$ cat config.mk
export PLATFORM = sky130hd
export DESIGN_NAME = regfile_reader
export DESIGN_NICKNAME = d
export VERILOG_FILES = /design/src/rtl/regfile_reader_pkg.sv /design/src/rtl/regfile_reader_hazard.sv /design/src/rtl/regfile_reader.sv
export SDC_FILE = /design/constraint.sdc
export NUM_CORES = 1
export LEC_CHECK = 0
export CELL_PAD_IN_SITES_DETAIL_PLACEMENT = 1
export CELL_PAD_IN_SITES_GLOBAL_PLACEMENT = 2
export CORE_MARGIN = 3
export CORE_UTILIZATION = 23
export DETAILED_ROUTE_END_ITERATION = 6
export GPL_ROUTABILITY_DRIVEN = 1
export PLACE_DENSITY = 0.95
export SYNTH_ARGS = -nofsm -noshare
export SYNTH_HDL_FRONTEND = slang
export SYNTH_HIERARCHICAL = 1
export SYNTH_SLANG_ARGS = --single-unit
$ cat constraint.sdc
create_clock -name clk -period 6.05 [get_ports clk]
set_input_delay 0.9075 -clock clk [delete_from_list [all_inputs] [get_ports clk]]
set_output_delay 0.9075 -clock clk [all_outputs]
set_load 0.005 [all_outputs]
$ cat src/rtl/regfile_reader_pkg.sv
// Shared decode helpers and FSM state type for the operand-fetch stage.
// Instruction words are ARM-style 32-bit encodings.
package regfile_reader_pkg;

    localparam int          INST_W       = 32;
    localparam int          REG_ADDR_W   = 4;
    localparam logic [3:0]  REG_PC_INDEX = 4'd15;
    localparam logic [3:0]  OPC_MOV      = 4'b1101;
    localparam logic [3:0]  OPC_MVN      = 4'b1111;

    typedef enum logic [1:0] {
        FMT_DATA   = 2'd0,
        FMT_MEM    = 2'd1,
        FMT_BRANCH = 2'd2,
        FMT_OTHER  = 2'd3
    } inst_fmt_t;

    typedef enum logic [1:0] {
        ST_IDLE  = 2'd0,
        ST_VALID = 2'd1,
        ST_STALL = 2'd2
    } reader_state_t;

    function automatic inst_fmt_t decode_format(input logic [INST_W-1:0] inst);
        inst_fmt_t fmt;
        casez (inst[27:25])
            3'b00?:  fmt = FMT_DATA;
            3'b01?:  fmt = FMT_MEM;
            3'b101:  fmt = FMT_BRANCH;
            default: fmt = FMT_OTHER;
        endcase
        return fmt;
    endfunction

    function automatic logic [REG_ADDR_W-1:0] decode_Rn(input logic [INST_W-1:0] inst);
        return inst[19:16];
    endfunction

    function automatic logic [REG_ADDR_W-1:0] decode_Rm(input logic [INST_W-1:0] inst);
        return inst[3:0];
    endfunction

    function automatic logic [REG_ADDR_W-1:0] decode_Rd(input logic [INST_W-1:0] inst);
        return inst[15:12];
    endfunction

    // MOV/MVN carry a don't-care Rn field.
    function automatic logic decode_uses_Rn(input logic [INST_W-1:0] inst);
        logic used;
        case (decode_format(inst))
            FMT_DATA: used = !(inst[24:21] == OPC_MOV || inst[24:21] == OPC_MVN);
            FMT_MEM:  used = 1'b1;
            default:  used = 1'b0;
        endcase
        return used;
    endfunction

    // Data-processing uses Rm for register operand 2; memory uses it for register offsets.
    function automatic logic decode_uses_Rm(input logic [INST_W-1:0] inst);
        logic used;
        case (decode_format(inst))
            FMT_DATA: used = !inst[25];
            FMT_MEM:  used = inst[25];
            default:  used = 1'b0;
        endcase
        return used;
    endfunction

    function automatic logic decode_uses_Rd(input logic [INST_W-1:0] inst);
        return (decode_format(inst) == FMT_MEM) && !inst[20];
    endfunction

endpackage

$ cat src/rtl/regfile_reader_hazard.sv
// Per-port r15/writeback match detection and read-after-write hazard for the reader.
// REGFILE_READER_BYPASS_EN turns writeback matches into forwards instead of stalls.
module regfile_reader_hazard
    import regfile_reader_pkg::*;
#(
    parameter int REG_COUNT_L2 = 4
) (
    input  logic [2:0]                   uses,
    input  logic [2:0][REG_COUNT_L2-1:0] addr,
    input  logic                         ex_write_pending,
    input  logic [REG_COUNT_L2-1:0]      ex_write_addr,
    input  logic                         wb_write_enable,
    input  logic [REG_COUNT_L2-1:0]      wb_write_addr,
    output logic                         hazard,
    output logic [2:0]                   pc_sel,
    output logic [2:0]                   wb_sel
);

    localparam logic [REG_COUNT_L2-1:0] PC_ADDR = REG_COUNT_L2'(REG_PC_INDEX);

    logic [2:0] ex_hit;
    logic [2:0] wb_hazard;

    for (genvar i = 0; i < 3; i++) begin : g_port
        logic is_pc;
        logic wb_hit;
        assign is_pc     = (addr[i] == PC_ADDR);
        assign pc_sel[i] = is_pc;
        // r15 is never written by the executor in a way this stage waits on.
        assign ex_hit[i] = uses[i] && !is_pc && ex_write_pending && (addr[i] == ex_write_addr);
        assign wb_hit    = !is_pc && wb_write_enable && (addr[i] == wb_write_addr);
`ifdef REGFILE_READER_BYPASS_EN
        assign wb_sel[i]    = wb_hit;
        assign wb_hazard[i] = 1'b0;
`else
        assign wb_sel[i]    = 1'b0;
        assign wb_hazard[i] = uses[i] && wb_hit;
`endif
    end

    assign hazard = (|ex_hit) || (|wb_hazard);

endmodule

$ cat src/rtl/regfile_reader.sv
// Operand-fetch stage: reads Rn/Rm/Rd, substitutes PC+8 for r15, stalls on RAW hazards.
// Define REGFILE_READER_BYPASS_EN to forward writeback data instead of stalling on it.
module regfile_reader
    import regfile_reader_pkg::*;
#(
    parameter int BIT_WIDTH    = 32,
    parameter int REG_COUNT_L2 = 4
) (
    input  logic                    clk,
    input  logic                    nreset,
    input  logic                    enable,
    output logic                    ready,
    output logic                    stall,
    input  logic [BIT_WIDTH-1:0]    pc,
    input  logic [BIT_WIDTH-1:0]    decoder_inst,
    output logic [REG_COUNT_L2-1:0] regfile_read_addr1,
    output logic [REG_COUNT_L2-1:0] regfile_read_addr2,
    output logic [REG_COUNT_L2-1:0] regfile_read_addr3,
    input  logic [BIT_WIDTH-1:0]    regfile_read_value1,
    input  logic [BIT_WIDTH-1:0]    regfile_read_value2,
    input  logic [BIT_WIDTH-1:0]    regfile_read_value3,
    input  logic                    ex_write_pending,
    input  logic [REG_COUNT_L2-1:0] ex_write_addr,
    input  logic                    wb_write_enable,
    input  logic [REG_COUNT_L2-1:0] wb_write_addr,
    input  logic [BIT_WIDTH-1:0]    wb_write_value,
    output logic [BIT_WIDTH-1:0]    reader_inst,
    output logic [BIT_WIDTH-1:0]    Rn_value,
    output logic [BIT_WIDTH-1:0]    Rm_value,
    output logic [BIT_WIDTH-1:0]    Rd_value
);

    logic [INST_W-1:0]                inst;
    logic [2:0]                       uses;
    logic [2:0][REG_COUNT_L2-1:0]     addr;
    logic [2:0][BIT_WIDTH-1:0]        read_value;
    logic [2:0][BIT_WIDTH-1:0]        operand;
    logic [BIT_WIDTH-1:0]             pc_plus8;
    logic                             hazard;
    logic [2:0]                       pc_sel;
    logic [2:0]                       wb_sel;
    reader_state_t                    state, state_next;
    logic                             latch;

    assign inst = INST_W'(decoder_inst);

    assign uses    = {decode_uses_Rd(inst), decode_uses_Rm(inst), decode_uses_Rn(inst)};
    assign addr[0] = REG_COUNT_L2'(decode_Rn(inst));
    assign addr[1] = REG_COUNT_L2'(decode_Rm(inst));
    assign addr[2] = REG_COUNT_L2'(decode_Rd(inst));

    assign regfile_read_addr1 = addr[0];
    assign regfile_read_addr2 = addr[1];
    assign regfile_read_addr3 = addr[2];

    assign read_value[0] = regfile_read_value1;
    assign read_value[1] = regfile_read_value2;
    assign read_value[2] = regfile_read_value3;

    // Wraps naturally at BIT_WIDTH.
    assign pc_plus8 = pc + BIT_WIDTH'(8);

    regfile_reader_hazard #(.REG_COUNT_L2(REG_COUNT_L2)) u_hazard (
        .uses             (uses),
        .addr             (addr),
        .ex_write_pending (ex_write_pending),
        .ex_write_addr    (ex_write_addr),
        .wb_write_enable  (wb_write_enable),
        .wb_write_addr    (wb_write_addr),
        .hazard           (hazard),
        .pc_sel           (pc_sel),
        .wb_sel           (wb_sel)
    );

    for (genvar i = 0; i < 3; i++) begin : g_operand
`ifdef REGFILE_READER_BYPASS_EN
        assign operand[i] = !uses[i]  ? '0 :
                            pc_sel[i] ? pc_plus8 :
                            wb_sel[i] ? wb_write_value :
                                        read_value[i];
`else
        assign operand[i] = !uses[i]  ? '0 :
                            pc_sel[i] ? pc_plus8 :
                                        read_value[i];
`endif
    end

`ifndef REGFILE_READER_BYPASS_EN
    logic unused_wb;
    assign unused_wb = ^{wb_write_value, wb_sel};
`endif

    always_ff @(posedge clk) begin
        if (nreset) state <= ST_IDLE;
        else        state <= state_next;
    end

    // The decoder holds its instruction through STALL, so a stall exit re-reads operands.
    always_comb begin
        state_next = state;
        latch      = 1'b0;
        case (state)
            ST_STALL: begin
                if (!hazard) begin
                    state_next = ST_VALID;
                    latch      = 1'b1;
                end
            end
            default: begin
                if (enable && !hazard) begin
                    state_next = ST_VALID;
                    latch      = 1'b1;
                end else if (enable) begin
                    state_next = ST_STALL;
                end else begin
                    state_next = ST_IDLE;
                end
            end
        endcase
    end

    always_ff @(posedge clk) begin
        if (nreset) begin
            reader_inst <= '0;
            Rn_value    <= '0;
            Rm_value    <= '0;
            Rd_value    <= '0;
        end else if (latch) begin
            reader_inst <= decoder_inst;
            Rn_value    <= operand[0];
            Rm_value    <= operand[1];
            Rd_value    <= operand[2];
        end
    end

    assign ready = (state == ST_VALID);
    assign stall = hazard && (enable || state == ST_STALL);

endmodule

==> metrics.md <==
| Metric | Value |
|---|---|
| Status | completed |
| CTS Buf Count | 17 |
| Clk Latency, worst-skew pair | a little over 400 ps |
| CTS root buffer | clkbuf_16 |
| Hold_buf cts | 0 |
| Sw power | approximately 640 uW |
| Largest net degree at the start of global routing | 65 |
| Clk buf depth | 2 |
| Clk_skew | roughly 14 ps |
| Post-DRT Antenna Nets | 0 |
| Power share of the combinational group | between 15 and 20% |
| Commonest non-fill, non-tap cells in the layout | clkdlybuf4s50_1, dfxtp_1, nand2_1, nor2_1, a21oi_1 |
| Post-place instance area | around 9700 sq um |
| Slowest-stage cell, CP | clkdlybuf4s50_1 |
| Final setup viols | 0 |
| Sum Neg Setup Slack | 0 ps |
| Data required, critical path | around 5000 ps |
| Synthesized Nets | 968 |
| RSZ-0062 raised after global routing | false |
| TritonCTS clock tree | done |
| Post-DP HPWL | 21200 microns |
| Initial antenna violation count | 1 |
| Worst-path clk slew | about 60 ps |
| Final hold vios | 0 |
| Avg WL per Cell | roughly 20 microns |
| GRT Total Usage | a little under a fifth |
| Non-filler instance count after layout | ~1.4k |
| Switching part of the total | between 20% and 30% |
| DR iter-0 viols | ~310 |
| Syn_area_per_cell | roughly 8.4 sq um |
| Vias/cell | slightly below 5 |
| Die Y | between 150 and 200 microns |
| Flop pwr share | a little under two fifths |
| TritonRoute pass-1 iters | 4 |
| CP endpoint kind | primary output |
| Reg2Reg Launch Point | state[1]$_SDFFE_PP0P_ |
| Hold Path Class | flop to flop |
| Startpoint types | primary input |
| Worst Path Class, Setup | primary input to primary output |
| Chip width | ~170 microns |
| Mapped Cells | approximately 760 |
| Peak supply drop | between 0.1 and 0.15 mV |
| Ys Warns | 6 |
| Pwr dens | 240 nW/um^2 |
| Finished Cell Area | 10400 sq um |
| Fin. max-slew vios | 0 |
| CORE AREA | around 27000 sq um |
| F_max | between 200 and 250 MHz |
| Port buffer count | about 310 |
| Layout cells sized above 1 | 6.40% |
| Clock power share | a little under half |
| CP max FO | 3 |
| Hold Startpoint | reader_inst[24]$_SDFFE_PP0P_ |
| Gpl congestion | 0.839 |
| WL final | around 29000 microns |
| Die ar. | ~30000 sq um |
| Syn-to-layout area delta | 62.3% |
| Worst path max stage delay | 540 ps |
| Internal power | roughly 1.8 mW |
| Starting Density | between 20% and 30% |
| Nets | about 1.2k |
| Worst Path Arrival | approximately 3300 ps |
| Worst-Margin Slew | around 1100 ps |
| # Max-Cap Violations | 0 |
| Post-CTS sizing | 0 |
| Commonest non-fill, non-tap cell in the layout | clkdlybuf4s50_1 |
| Crit share post-route | a little under 70% |
| Clock sinks | 130 |
| Netlist Area Pre-Place | about 6400 sq um |
| Num rows | 60 |
| Vias in the first global route | slightly above 7k |
| Residual DRC count | 0 |
| Slew HR | around a quarter |
| Crit. Startpoint | decoder_inst[26] |
| Global-route wire length before repair | 43900 microns |
| Placed cells | 1387 |
| Total gr overflow | 0 |
| Critical-path cell list | clkdlybuf4s50_1 -> inv_1 -> a41oi_1 -> nor2b_1 -> nand4_1 -> nand4_1 -> a21o_1 -> o21a_1 -> clkdlybuf4s50_1 |
| Period minus WS final | ~4200 ps |
| Total I/O pin count | 347 |
| Routed via count | 6981 |
| Leakage power of the design | roughly 3.7 nW |
| # H-tree levels | 4 |
| Setup bufs post-CTS | 0 |
[state kept, by name (all words and copies together), names as in the netlist]
name         flops
Rm_value        32
Rn_value        32
state            2
Rd_value        32
reader_inst     32
[final cells by class]
cell class / instances / area [sq um]
tap: 372 / 465
inverter: 8 / 30.0
clock buffer: 21 / 460
fill: 3168 / 16700
sequential: 130 / 2600
multi-input combinational: 554 / 3410
timing repair buffer: 323 / 3220
clock inverter: 11 / 178
antenna: 1 / 2.50
[metrics by stage]
stage	util [%]	setup WS, ps	power [mW]	hold slack, ps
finish	38.3	1860	2.48	454
global placement	35.9	1770	1.36	441
detailed placement	35.9	1730	1.36	449
CTS	38.2	1840	2.53	458
global route	38.3	1720	2.59	479
floorplan	-	3140	1.09	446
[path summary, 6_finish.rpt]
check / depth (start not counted) / slack [ps] / endpoint
max reg2reg: 7 / 3590 / Rm_value[23]$_SDFFE_PP0P_
min reg2reg: 2 / 450 / reader_inst[24]$_SDFFE_PP0P_
min: 2 / 450 / reader_inst[24]$_SDFFE_PP0P_
max: 9 / 1860 / stall
[critical path, delay by kind of cell]
family                 cells  cell delay, ps
buffers and inverters      3            1130
AOI/OAI and AO/OA          3             750
and+or+nand+nor            3             490
[per-layer routing]
layer	global-route usage, %	part of all wire (%)	vias up
met3	6.48	7.5	25
met1	22.9	43	3394
met2	32.1	48	269
met5	0	0	-
met4	4.36	1.5	0
li1	-	-	3293
[power groups by stage]
stage | clock network (mW) | registers [mW] | logic [mW]
floorplan | 0 | 0.931 | 0.163
global placement | 0 | 0.929 | 0.427
detailed placement | 0 | 0.930 | 0.435
CTS | 1.18 | 0.911 | 0.437
global route | 1.21 | 0.915 | 0.465
finish | 1.14 | 0.911 | 0.430
Note: power is estimated with default switching activity, not from simulation.
